## config.mk

```make
export PLATFORM = sky130hd
export DESIGN_NAME = key_conditioner
export DESIGN_NICKNAME = d
export VERILOG_FILES = /design/src/rtl/key_conditioner.sv
export SDC_FILE = /design/constraint.sdc
export NUM_CORES = 1
export LEC_CHECK = 0
export ABC_AREA = 1
export BUFFER_PORTS_ARGS = -buffer_cell sky130_fd_sc_hd__buf_2
export CORE_MARGIN = 4
export CORE_UTILIZATION = 50
export DETAILED_ROUTE_END_ITERATION = 16
export GPL_ROUTABILITY_DRIVEN = 1
export GPL_TIMING_DRIVEN = 0
export PLACE_DENSITY = 0.69
export SLEW_MARGIN = 0
export SYNTH_ARGS = -nofsm -noshare
export SYNTH_HDL_FRONTEND = slang
export SYNTH_SLANG_ARGS = --single-unit
```

## constraint.sdc

```tcl
create_clock -name clock -period 1.7 [get_ports clock]
set_input_delay 0.255 -clock clock [delete_from_list [all_inputs] [get_ports clock]]
set_output_delay 0.255 -clock clock [all_outputs]
set_load 0.02 [all_outputs]
```

## src/rtl/key_conditioner.sv

```systemverilog
// key_conditioner: N-channel push-button synchroniser, tick-based debouncer and autorepeat pulse source.
// Defining KEY_RELEASE_PULSE_EN adds the keyrel output (one-cycle pulse on each debounced release).
module key_conditioner #(
    parameter int NKEYS     = 4,
    parameter int CLK_DIV   = 1000000,
    parameter int DEB_TICKS = 3,
    parameter int RPT_DELAY = 50,
    parameter int RPT_RATE  = 10
) (
    input  logic             clock,
    input  logic             reset,
    input  logic [NKEYS-1:0] keyin,
    input  logic [NKEYS-1:0] rpten,
    output logic             tick,
`ifdef KEY_RELEASE_PULSE_EN
    output logic [NKEYS-1:0] keyrel,
`endif
    output logic [NKEYS-1:0] keylevel,
    output logic [NKEYS-1:0] keypulse
);
    localparam int TW   = $clog2(CLK_DIV);
    localparam int DW   = $clog2(DEB_TICKS + 1);
    localparam int RMAX = (RPT_DELAY > RPT_RATE) ? RPT_DELAY : RPT_RATE;
    localparam int RW   = $clog2(RMAX + 1);

    localparam logic [TW-1:0] TICK_LAST = TW'(CLK_DIV - 1);
    localparam logic [DW-1:0] DEB_LIMIT = DW'(DEB_TICKS);
    localparam logic [RW-1:0] RPT_FIRST = RW'(RPT_DELAY);
    localparam logic [RW-1:0] RPT_NEXT  = RW'(RPT_RATE);

    typedef enum logic [1:0] {IDLE, DELAY, REPEAT, HELD} state_t;

    logic [NKEYS-1:0]         sync1_q, sync2_q;
    logic [TW-1:0]            tickCnt_q;
    logic [NKEYS-1:0]         level_q, level_d;
    logic [NKEYS-1:0][DW-1:0] debCnt_q, debCnt_d;

    assign tick     = (tickCnt_q == TICK_LAST);
    assign keylevel = level_q;

    always_ff @(posedge clock) begin
        if (reset) begin
            sync1_q   <= '0;
            sync2_q   <= '0;
            tickCnt_q <= '0;
        end else begin
            sync1_q   <= keyin;
            sync2_q   <= sync1_q;
            tickCnt_q <= tick ? '0 : tickCnt_q + TW'(1);
        end
    end

    // The repeat FSMs look at level_d so the press pulse lands on the same edge the level rises.
    always_comb begin
        level_d  = level_q;
        debCnt_d = debCnt_q;
        for (int k = 0; k < NKEYS; k++) begin
            if (tick) begin
                if (sync2_q[k] == level_q[k]) begin
                    debCnt_d[k] = '0;
                end else if (debCnt_q[k] + DW'(1) == DEB_LIMIT) begin
                    level_d[k]  = ~level_q[k];
                    debCnt_d[k] = '0;
                end else begin
                    debCnt_d[k] = debCnt_q[k] + DW'(1);
                end
            end
        end
    end

    always_ff @(posedge clock) begin
        if (reset) begin
            level_q  <= '0;
            debCnt_q <= '0;
        end else begin
            level_q  <= level_d;
            debCnt_q <= debCnt_d;
        end
    end

    for (genvar g = 0; g < NKEYS; g++) begin : g_key
        state_t        state_q;
        logic [RW-1:0] rptCnt_q;
        logic          pulse_q;
        logic          rise, fall;

        assign rise = level_d[g] & ~level_q[g];
        assign fall = level_q[g] & ~level_d[g];

        // A release always wins over a repeat expiry on the same tick.
        always_ff @(posedge clock) begin
            if (reset) begin
                state_q  <= IDLE;
                rptCnt_q <= '0;
                pulse_q  <= 1'b0;
            end else begin
                pulse_q <= 1'b0;
                if (fall) begin
                    state_q  <= IDLE;
                    rptCnt_q <= '0;
                end else begin
                    case (state_q)
                        IDLE: begin
                            if (rise) begin
                                pulse_q  <= 1'b1;
                                rptCnt_q <= '0;
                                state_q  <= rpten[g] ? DELAY : HELD;
                            end
                        end
                        DELAY: begin
                            if (!rpten[g]) begin
                                state_q <= HELD;
                            end else if (tick) begin
                                if (rptCnt_q + RW'(1) == RPT_FIRST) begin
                                    pulse_q  <= 1'b1;
                                    rptCnt_q <= '0;
                                    state_q  <= REPEAT;
                                end else begin
                                    rptCnt_q <= rptCnt_q + RW'(1);
                                end
                            end
                        end
                        REPEAT: begin
                            if (!rpten[g]) begin
                                state_q <= HELD;
                            end else if (tick) begin
                                if (rptCnt_q + RW'(1) == RPT_NEXT) begin
                                    pulse_q  <= 1'b1;
                                    rptCnt_q <= '0;
                                end else begin
                                    rptCnt_q <= rptCnt_q + RW'(1);
                                end
                            end
                        end
                        HELD: begin
                            if (rpten[g]) begin
                                state_q  <= DELAY;
                                rptCnt_q <= '0;
                            end
                        end
                        default: state_q <= IDLE;
                    endcase
                end
            end
        end

        assign keypulse[g] = pulse_q;

`ifdef KEY_RELEASE_PULSE_EN
        logic rel_q;

        always_ff @(posedge clock) begin
            if (reset) begin
                rel_q <= 1'b0;
            end else begin
                rel_q <= fall;
            end
        end

        assign keyrel[g] = rel_q;
`endif
    end
endmodule

```

## Yosys cells after proc, flatten, opt, wreduce, memory -nomap -nowiden

Index checks and enable logic that the tools add are counted.
Widths: inputs -> output; s select.

| word-level totals | value |
|---|---|
| register bits | 76 |
| bits in latches | 0 |
| RAM bits | 0 |
| memory bits (read-only) | 0 |
| bits of input ports | 10 |
| memories | 0 |

| cells by class | value |
|---|---|
| $add $sub $neg | 9 |
| multiply operators | 0 |
| divide/modulo/power cells | 0 |
| order comparisons | 0 |
| equal/unequal tests | 65 |
| shifts and indexed selects | 0 |
| mux-type cells | 120 |
| bitwise gates (word level) | 16 |
| reductions and logical operators | 17 |

Operators with widths:

| operator | count |
|---|---|
| $mux 6 | 32 |
| $pmux 6 s4 | 4 |
| $mux 2 | 36 |
| $ne 2x2->1 const B | 28 |
| $mux 1 | 40 |
| $pmux 2 s4 | 4 |
| $add 6x1->6 const B | 4 |
| $eq 2x2->1 const B | 12 |
| $eq 6x4->1 const B | 4 |
| $eq 6x6->1 const B | 4 |
| $ne 3x3->1 const B | 8 |
| $reduce_and 6->1 | 4 |
| $add 20x1->20 const B | 1 |
| $eq 20x20->1 const B | 1 |
| $reduce_and 5->1 | 4 |
| $pmux 1 s3 | 4 |
| $reduce_or 2->1 | 5 |
| $add 2x1->2 const B | 4 |
| $and 1x1->1 | 8 |
| $eq 2x1->1 const B | 4 |
| $logic_not 2->1 | 4 |
| $not 1->1 | 8 |
| $eq 1x1->1 | 4 |

## Logic depth before layout (Yosys ltp)

Gate-level depths: netlist of run 1.

| depth | value |
|---|---|
| depth in word-level cells | 8 |
| mapped depth | 14 |

## Worst setup path before layout of run 1

Ideal clock, no wire load.

| timing | value |
|---|---|
| path type | register -> register |
| start point | reg tickCnt_q[0] |
| end point | reg g_key[3].pulse_q |
| data arrival time | 1595 ps |
| required time | 1630 ps |
| slack | 36 ps |
| stages on the path, launching flop included | 10 |
| cell sequence | dfxtp_1 -> ha_1 -> nand2_1 -> nor2_4 -> nand3_1 -> nor2_4 -> o21ai_2 -> a21oi_4 -> nand2_1 -> a21oi_1 |

| between the ends | value |
|---|---|
| longest elaborated chain between the ends | 5 |
| elaborated cells on any way between the ends | 12 |

RTL lines:

| item | line | text |
|---|---|---|
| start, declared | 34 | `logic [TW-1:0] tickCnt_q;` |
| start signal, assigned | 49 | `tickCnt_q <= tick ? '0 : tickCnt_q + TW'(1);` |
| $eq 20x20->1 * | 38 | `assign tick = (tickCnt_q == TICK_LAST);` |
| via tick | 14 | `output logic tick,` |
| $mux 1 | 58 | `if (tick) begin` |
| $and 1x1->1 / $not 1->1 (equally long branches) | 87, 88 |  |
| $mux 1 / $and 1x1->1 (equally long branches) | 104, 88 |  |
| $pmux 1 s3 / $reduce_or 2->1 (equally long branches) | -- |  |
| end signal, assigned | 95 | `pulse_q <= 1'b0;` |
| end signal, assigned | 97 | `pulse_q <= 1'b0;` |
| end signal, assigned | 105 | `pulse_q <= 1'b1;` |
| end, declared | 84 | `logic pulse_q;` |

Mark *: on every way through the listed nets, which the timed path passes. The rest lies on a longest branch.
A chain may end at the register's enable or synchronous reset.

## Worst setup path in the final report of run 1

| timing | value |
|---|---|
| start point | reg tickCnt_q[1] |
| end point | reg g_key[2].pulse_q |

| between the ends | value |
|---|---|
| longest elaborated chain between the ends | 5 |
| elaborated cells on any way between the ends | 12 |

RTL lines:

| item | line |
|---|---|
| $eq 20x20->1 * | 38 |
| $mux 1 | 58 |
| $and 1x1->1 / $not 1->1 (equally long branches) | 87, 88 |
| $mux 1 / $and 1x1->1 (equally long branches) | 104, 88 |
| $pmux 1 s3 / $reduce_or 2->1 (equally long branches) | -- |
| end signal, assigned | 95 |
| end signal, assigned | 97 |
| end signal, assigned | 105 |
| end, declared | 84 |

Mark *: on every way between the ends. The rest lies on a longest branch, timed or not.

==> flow_metrics.tcl, run 1 <==
set metrics [dict create \
    status "finished with violations" \
    failed_checks "negative setup slack" \
    power_per_cell_area_mw_per_mm2 670 \
    shortest_clock_period_the_worst_path_allows_after_layout_ns 1.91 \
    post-route-drc-count 0 \
    number_of_filler_instances_in_the_final_layout 832 \
    synth_mux_area_frac 0 \
    syn-num-nets 807 \
    cts_tree "yes" \
    tritoncts.num_buffers 9 \
    power_mw 4.33 \
    diodes 0 \
    worstReg2RegStart "tickCnt_q[1]" \
    transition_at_the_pin_with_the_smallest_max_transition_slack_ns 0.982 \
    clock_network_fraction_of_total_power 0.378 \
    cp_data_required_time_ns 2.01 \
    p_leak_nw 2.76 \
    io_buffer_count 18 \
    cp_slowest_cell "dfxtp_2" \
    hold_buffers 0 \
    critPathCapture "g_key[2].pulse_q" \
    simple_gate_share_of_the_synthesized_area 0.375 \
    synth-compound-area-share 0.113 \
    dominantRegCellSynth "dfxtp_1" \
    antenna_found_initial 0 \
    mappedNetlistArea_mm2 0.00496 \
    final.setup_skew_ns 0.0100 \
    hold_start "keyin[0]" \
    grt_pass1_wl_um 19500 \
    finalHoldViolations 0 \
    post_drt_wl_per_cell_um 13.0 \
    fp.dieW_um 108 \
    switching_power_mw 1.35 \
    grt_pass1_vias 4552 \
    pin_count_of_the_biggest_net_entering_global_routing 16 \
    max_stage_delay_ns 0.36 \
    finalSetupTns_ns -5.05 \
    cts.htree.levels 3 \
    pwr-share-seq 0.437 \
    detail_route.first_pass.iterations 5 \
    p_int_mw 2.98 \
    post_route_cells_drive_above_1_share 0.276 \
    synth.yosys.seq_area_share 0.307 \
    drt.antenna.violating_nets 0 \
    maximum_achievable_frequency_ghz 0.524 \
    worstSetupStartpointType "register" \
    vias 5001 \
    unrepaired_setup_endpoints_after_global_routing "true" \
    synth_async_sr_flop_share 0 \
    areaGrowthSynthToFinish_pct 30.2 \
    placement.cell_area_mm2 0.00522 \
    synth_xor_xnor_area_share 0.0159 \
    synth_edf_count 0 \
    timing.hold.worst.class "in2reg" \
    power.switching_fraction 0.312 \
    worstHoldPathCells 3 \
    die_h_um 108 \
    start_util 0.510 \
    final_cell_area_mm2 0.00646 \
    timing.final.setup_violations 41 \
    synth-adder-area-share 0.0731 \
    number_of_placed_i_o_pins 19 \
    crit_type "reg2reg" \
    detail_route.iter0.violations 263 \
    clkLatencyLatePin_ns 0.37 \
    synth_top_family_by_area "simple AND/OR/NAND/NOR gates" \
    fp-row-count 36 \
    worst_setup_hold_path_clk_slew_ns 0.10 \
    timing_max_transition_violations_final 0 \
    cts_num_sinks 76 \
    cap_viol_max_count 0 \
    yosysWarningCount 0 \
    synthDistinctLibCells 38 \
    min_period_over_period 1.12 \
    vias_per_cell 5.12 \
    worst_ir_drop_vdd_uv 593 \
    core_region_area_mm2 0.00973 \
    clock_path_buffers 2 \
    crit_path_end_kind "register" \
    power.share.combinational 0.185 \
    finalNetCount 877 \
    worstReg2RegEnd "g_key[2].pulse_q" \
    regToRegSetupSlack_ns -0.21 \
    global_route.overflow_total 0 \
    track_usage 0.204 \
    critical_path.cell_chain "ha_4 -> nand2_4 -> nor2_4 -> nand2_2 -> nor2_4 -> buf_8 -> buf_6 -> buf_4 -> buf_6 -> nand4_1 -> a21oi_2" \
    post_synth.cell_area_avg_um2 6.46 \
    cts_root_cell "clkbuf_8" \
    worst_slew_margin_rel 0.346 \
    post-route-worst-setup-slack_ns -0.207 \
    preCtsSetupSlack_ns -0.365 \
    detailed_place_hpwl_um 7690 \
    fp.dieArea_mm2 0.0116 \
    critical_path.max_fanout 6 \
    critical_path_arrival_ns 2.22 \
    route.final.wire_length_um 12700 \
    reg2reg_depth 11 \
    synth_cells 768 \
    gp_congestion 0.888 \
    crit_path_start "tickCnt_q[1]" \
    synth.ff_latch_count 76 \
]
==> routing by layer <==
metal	wire [µm]	GRT usage	share of wire	vias to the layer above
met1	5570	0.253	0.44	2310
li1	-	-	-	2560
met2	6350	0.349	0.50	99
met4	302	0.0839	0.024	0
met3	447	0.0366	0.035	32
met5	0	0	0	-
==> power by group through the flow <==
stage               sequential, mW  clock [mW]  combinational [mW]
floorplan                     1.91           0               0.533
global placement              1.92           0               0.663
detailed placement            1.93           0               0.679
CTS                           1.89        1.66               0.755
global route                  1.90        1.73               0.901
finish                        1.89        1.64               0.799
==> synthesized netlist by cell type (5+ instances only) <==
master,number,area share
inv_1,123,0.093
xor2_1,5,0.0088
o21ai_2,6,0.011
ha_1,29,0.073
dfxtp_1,76,0.31
o21ai_0,19,0.019
a21oi_1,37,0.037
nand2_2,5,0.0063
nor2_2,6,0.0076
a211oi_1,7,0.011
inv_2,7,0.0053
nor3_1,8,0.0081
nand2_1,204,0.15
nand4_1,25,0.032
nand3_1,43,0.043
nor2_1,114,0.086
==> worst max-delay path: cells and delay by family, from the launching register on <==
kind | cells | cell delay (ns)
AND/OR/NAND/NOR | 5 | 0.64
buffers and inverters | 4 | 0.51
AO/OA/AOI/OAI | 1 | 0.20
flip-flops | 1 | 0.36
adder cells (fa/ha/maj) | 1 | 0.15
==> how the worst min path moves through the flow <==
stage                            end  slack, ns
after floorplan           sync1_q[0]       0.36
after global placement    sync2_q[0]       0.39
after detailed placement  sync2_q[2]       0.40
after CTS                 sync1_q[0]       0.07
after global routing      sync1_q[0]       0.09
final                     sync1_q[0]       0.08
==> stage by stage <==
stage	util	std cells	hold WS [ns]
floorplan	-	768	0.362
detailed placement	0.536	919	0.396
global route	0.664	976	0.0935
finish	0.664	976	0.0766
CTS	0.607	964	0.0658
global placement	0.536	919	0.390
==> cell type report <==
type / instances / area, µm² / share of cell area
Buffer: 13 / 110 / 0.0170
Clock buffer: 9 / 124 / 0.0192
Clock inverter: 7 / 106 / 0.0165
Inverter: 130 / 490 / 0.0759
Multi-Input combinational cell: 552 / 3450 / 0.534
Sequential cell: 76 / 1550 / 0.239
Tap cell: 133 / 166 / 0.0258
Timing Repair Buffer: 56 / 465 / 0.0720
==> cells in the final DEF, fill, tap and decap left out, types with 14 or more instances in the layout <==
master   Yosys  routed
a21oi_1     37      21
buf_2        3      18
buf_4        4      23
buf_6        3      21
dfxtp_1     76      64
ha_1        29      24
inv_1      123     120
nand2_1    204     172
nand2_2      5      25
nand3_1     43      36
nand4_1     25      25
nor2_1     114      90
nor2_2       6      20
nor2_4       4      14
==> kinds of logic after synthesis <==
| group | after synthesis |
|---|---|
| AO/OA/AOI/OAI | 87 |
| flip-flops | 76 |
| adder cells (fa/ha/maj) | 29 |
| XOR/XNOR | 9 |
| buffers and inverters | 143 |
| AND/OR/NAND/NOR | 424 |
==> sequential cells by signal, summed over array words and instances, names as in the netlist <==
register and count:
sync1_q 4, sync2_q 4, keylevel 4, debCnt_q 8, tickCnt_q 20, g_key.state_q 8, g_key.pulse_q 4, g_key.rptCnt_q 24
==> repair_timing <==
item | CTS | global route
cloned | 3 | 3
setup buffers | 26 | 9
resized for setup | 70 | 124
setup endpoints to repair | 62 | 59
pin swaps | 43 | 35
Note: power is estimated with default switching activity, not from simulation.
==> run 2: changes to the inputs <==
SKIP_CTS_REPAIR_TIMING = 1   (was not set)
==> run 2 against run 1 <==
Effect of this change:
- the run still ends with negative setup slack left
- cell area shrank 3.5%
- clock-buffer cell count is the same
- non-clock buffer count shrank 4
- combinational power grew 4.6%
- utilization shrank 2.3 points
- setup slack lost 0.030 ns
- global-route usage shrank 1.7 points
- maximum frequency shrank 1.5%
- clock skew shrank 0.0010 ns
- clock power is essentially flat
==> flow_metrics.tcl, run 2 (synthesis results as in run 1) <==
set metrics [dict create \
    post-route-drc-count 0 \
    power_per_cell_area_mw_per_mm2 697 \
    preCtsSetupSlack_ns -0.365 \
    clock_path_buffers 2 \
    layout_common_cells "nand2_1 (189), inv_1 (121), nor2_1 (97)" \
    critical_path.max_fanout 5 \
    power_mw 4.34 \
    largest_reg_flops 24 \
    grt_pass1_wl_um 18000 \
    biggest_register "g_key.rptCnt_q" \
    global_route.overflow_total 0 \
    numPlacedInstances 919 \
    shortest_clock_period_the_worst_path_allows_after_layout_ns 1.94 \
    route.final.wire_length_um 12100 \
    die_h_um 108 \
    most_common_cell_after_layout_fill_and_taps_aside "nand2_1" \
    worstSetupStartpointType "register" \
    drt.antenna.violating_nets 0 \
    failed_checks "negative setup slack" \
    hold_start "keyin[0]" \
    reg2reg_depth 12 \
    reg.largest.list "g_key.rptCnt_q: 24 flops, tickCnt_q: 20 flops" \
    detail_route.iter0.violations 198 \
    cts_tree "yes" \
    start_util 0.510 \
    finish.cell_count_without_fillers 973 \
    crit_type "reg2out" \
    post_drt_wl_per_cell_um 12.4 \
    worst_slew_margin_rel 0.259 \
    regToRegSetupSlack_ns -0.23 \
    gp_congestion 0.888 \
    cts.htree.levels 3 \
    track_usage 0.188 \
    fp.dieArea_mm2 0.0116 \
    io_buffer_count 18 \
    finalHoldViolations 0 \
    grt_pass1_vias 4271 \
    worst_ir_drop_vdd_uv 642 \
    finalNetCount 874 \
    core_region_area_mm2 0.00973 \
    status "finished with violations" \
    number_of_filler_instances_in_the_final_layout 872 \
    worstReg2RegStart "tickCnt_q[1]" \
    post-route-worst-setup-slack_ns -0.237 \
    cp_data_required_time_ns 1.44 \
    post_route_cells_drive_above_1_share 0.235 \
    holdPathEnd "sync1_q[0]" \
    worst_setup_hold_path_clk_slew_ns 0.09 \
    fp-row-count 36 \
    fp.dieW_um 108 \
    antenna_found_initial 0 \
    transition_at_the_pin_with_the_smallest_max_transition_slack_ns 1.11 \
    final.setup_skew_ns 0.00901 \
    cap_viol_max_count 0 \
    diodes 0 \
    maximum_achievable_frequency_ghz 0.516 \
    detail_route.first_pass.iterations 6 \
    clkLatencyLatePin_ns 0.37 \
    timing.final.setup_violations 65 \
    tritoncts.num_buffers 9 \
    critical_path_arrival_ns 1.68 \
    detailed_place_hpwl_um 7690 \
    areaGrowthSynthToFinish_pct 25.7 \
    worst_hold_slack_ns 0.0778 \
    worstReg2RegEnd "g_key[1].state_q[0]" \
    number_of_placed_i_o_pins 19 \
    cts_num_sinks 76 \
    timing.hold.worst.class "in2reg" \
    cts_root_cell "clkbuf_8" \
    min_period_over_period 1.14 \
    vias 4932 \
    pin_count_of_the_biggest_net_entering_global_routing 16 \
    unrepaired_setup_endpoints_after_global_routing "true" \
    crit_path_end_kind "output pin" \
    p_leak_nw 2.73 \
    timing_max_transition_violations_final 0 \
    post-route-util 0.641 \
    worstHoldPathCells 3 \
    vias_per_cell 5.07 \
]
==> run 2: cell count changes in the layout (fill, tap and decap cells not counted), moves of 6 or more <==
cell,delta
nor2_1,+7
nand3_4,-6
nand2_2,-11
nand2_1,+17
buf_6,-12
nand2_4,-6
==> run 2: critical path, stage by stage (launching register included) <==
cell,delay (ns)
dfxtp_2,0.37
ha_4,0.15
nand2_4,0.06
nor2_4,0.18
nand3_2,0.11
nor2_4,0.17
buf_12,0.13
buf_4,0.13
==> run 2: layer usage <==
layer  GRT usage  routed length, µm
met1       0.236               5550
met2       0.320               5780
met3      0.0324                465
met4      0.0703                271
met5           0                  0
==> run 2: worst max path at each step <==
stage | start | endpoint | cells after the start
detailed placement | tickCnt_q[0] | debCnt_q[5] | 10
finish | tickCnt_q[1] | tick | 7
global placement | tickCnt_q[0] | debCnt_q[5] | 10
CTS | tickCnt_q[0] | tick | 6
floorplan | tickCnt_q[0] | g_key[3].pulse_q | 9
global route | tickCnt_q[0] | g_key[1].state_q[0] | 12
==> run 2: cell type report <==
class	count	area, µm²	area share
clock buffers	9	124	0.0199
inverters	130	490	0.0787
multi-input cells	553	3240	0.520
well taps	133	166	0.0267
plain buffers	13	118	0.0189
repair buffers	52	443	0.0710
flip-flops and latches	76	1550	0.248
clock inverters	7	106	0.0171
==> run 2: per-stage QoR <==
step | cell area [µm²] | TNS [ns]
detailed placement | 5220 | -13.48
global placement | 5220 | -11.96
global route | 6240 | -14.56
CTS | 5450 | -14.55
finish | 6240 | -8.84
floorplan | 4960 | 0
==> run 2: report_power, final <==
| group | leakage (nW) | switching [mW] | total (mW) | internal, mW |
|---|---|---|---|---|
| logic | 1.99 | 0.524 | 0.836 | 0.312 |
| registers | 0.622 | 0.0583 | 1.89 | 1.83 |
| clock network | 0.117 | 0.763 | 1.62 | 0.855 |
==> run 3: changes to the inputs <==
TNS_END_PERCENT = 5   (was not set)
==> run 3 against run 2 <==
Effect of this change:
- the run still ends with negative setup slack left
- sequential share of layout area is 1.7 points higher
- combinational power is 12% lower
- first-iteration DRC count is 7.1% lower
- cell area is 6.5% lower
- utilization is 4.2 points lower
- global-route usage stayed put
- die area stayed put
- total power is 2.3% lower
- cell count is 2.7% lower
- setup slack better by 0.0062 ns
- largest cell class unchanged
- largest power group unchanged
==> flow_metrics.tcl, run 3 (synthesis results as in run 1) <==
set metrics [dict create \
    track_usage 0.188 \
    pin_count_of_the_biggest_net_entering_global_routing 16 \
    core_region_area_mm2 0.00973 \
    antenna_found_initial 0 \
    unrepaired_setup_endpoints_after_global_routing "true" \
    shortest_clock_period_the_worst_path_allows_after_layout_ns 1.93 \
    grt_pass1_vias 4271 \
    power_mw 4.25 \
    post-route-worst-setup-slack_ns -0.231 \
    timing.hold.worst.class "in2reg" \
    switching_power_mw 1.31 \
    io_buffer_count 18 \
    numPlacedInstances 919 \
    worst_ir_drop_vdd_uv 559 \
    number_of_placed_i_o_pins 19 \
    failed_checks "negative setup slack" \
    cts_root_cell "clkbuf_8" \
    worstSetupStartpointType "register" \
    cap_viol_max_count 0 \
    crit_type "reg2out" \
    timing.final.setup_violations 39 \
    fp.dieArea_mm2 0.0116 \
    crit_path_end_kind "output pin" \
    post_route_cells_drive_above_1_share 0.178 \
    worst_slew_margin_rel 0.399 \
    finalHoldViolations 0 \
    maximum_achievable_frequency_ghz 0.518 \
    reg.largest.list "g_key.rptCnt_q: 24 flops, tickCnt_q: 20 flops" \
    clock_path_buffers 2 \
    biggest_register "g_key.rptCnt_q" \
    cts.htree.levels 3 \
    die_h_um 108 \
    finish.cell_count_without_fillers 947 \
    fp-row-count 36 \
    areaGrowthSynthToFinish_pct 17.4 \
    preCtsSetupSlack_ns -0.365 \
    pwr-share-seq 0.445 \
    post_drt_wl_per_cell_um 11.6 \
    largest_reg_flops 24 \
    power_per_cell_area_mw_per_mm2 728 \
    worst_setup_hold_path_clk_slew_ns 0.09 \
    cp_data_required_time_ns 1.44 \
    power.switching_fraction 0.308 \
    start_util 0.510 \
    vias_per_cell 5.00 \
    cts_tree "yes" \
    detail_route.iter0.violations 184 \
    transition_at_the_pin_with_the_smallest_max_transition_slack_ns 0.902 \
    finalNetCount 848 \
    clkLatencyLatePin_ns 0.37 \
    drt.antenna.violating_nets 0 \
    fp.dieW_um 108 \
    most_common_cell_after_layout_fill_and_taps_aside "nand2_1" \
    detail_route.first_pass.iterations 4 \
    cts_num_sinks 76 \
    post-route-drc-count 0 \
    layout_common_cells "nand2_1 (197), inv_1 (122), nor2_1 (103)" \
    detailed_place_hpwl_um 7690 \
    final.setup_skew_ns 0.00701 \
    timing_max_transition_violations_final 0 \
    power.share.combinational 0.173 \
    vias 4733 \
    p_leak_nw 2.56 \
    status "finished with violations" \
    gp_congestion 0.888 \
    critical_path_arrival_ns 1.68 \
    placement.cell_area_mm2 0.00522 \
    diodes 0 \
    p_int_mw 2.94 \
    critical_path.max_fanout 8 \
    final_cell_area_mm2 0.00583 \
    global_route.overflow_total 0 \
    number_of_filler_instances_in_the_final_layout 935 \
    clock_network_fraction_of_total_power 0.382 \
    grt_pass1_wl_um 18000 \
    tritoncts.num_buffers 9 \
    route.final.wire_length_um 11000 \
    min_period_over_period 1.14 \
]
==> run 3: final timing paths <==
path	startpoint	end	slack, ns	cells past startpoint
hold reg to reg	sync1_q[3]	sync2_q[3]	0.41	2
hold / removal	keyin[0]	sync1_q[0]	0.08	3
setup reg to reg	tickCnt_q[1]	g_key[0].rptCnt_q[1]	-0.20	13
setup / recovery	tickCnt_q[1]	tick	-0.23	6
==> run 3: cell type report <==
class	count	area (µm²)	area share
Sequential cell	76	1540	0.265
Clock buffer	9	124	0.0213
Buffer	13	114	0.0195
Clock inverter	7	106	0.0182
Tap cell	133	166	0.0286
Multi-Input combinational cell	550	3080	0.528
Inverter	130	490	0.0842
Timing Repair Buffer	29	204	0.0350
==> run 3: critical path: stages, from the launching register on <==
cell	delay (ns)
dfxtp_2	0.36
ha_4	0.15
nand2_4	0.06
nor2_4	0.16
nand3_2	0.10
nor2_4	0.27
buf_4	0.20
==> run 3: layer usage <==
layer / vias to the layer above / part of all wire / track usage
li1: 2510 / - / -
met1: 2116 / 0.47 / 0.236
met2: 82 / 0.47 / 0.320
met3: 25 / 0.039 / 0.0324
met4: 0 / 0.024 / 0.0703
met5: - / 0 / 0
==> run 3: power by group through the flow <==
stage / Sequential [mW] / Clock, mW / Combinational, mW
2_1_floorplan: 1.91 / 0 / 0.533
3_3_place_gp: 1.92 / 0 / 0.663
3_5_place_dp: 1.93 / 0 / 0.679
4_1_cts: 1.89 / 1.66 / 0.681
5_1_grt: 1.90 / 1.72 / 0.835
6_report: 1.89 / 1.62 / 0.736
==> run 3: stage by stage <==
step / util / TNS, ns / hold slack (ns)
after floorplan: - / 0 / 0.362
after global placement: 0.536 / -11.96 / 0.390
after detailed placement: 0.536 / -13.48 / 0.396
after CTS: 0.560 / -14.55 / 0.0658
after global routing: 0.599 / -10.09 / 0.0939
final: 0.599 / -4.37 / 0.0813
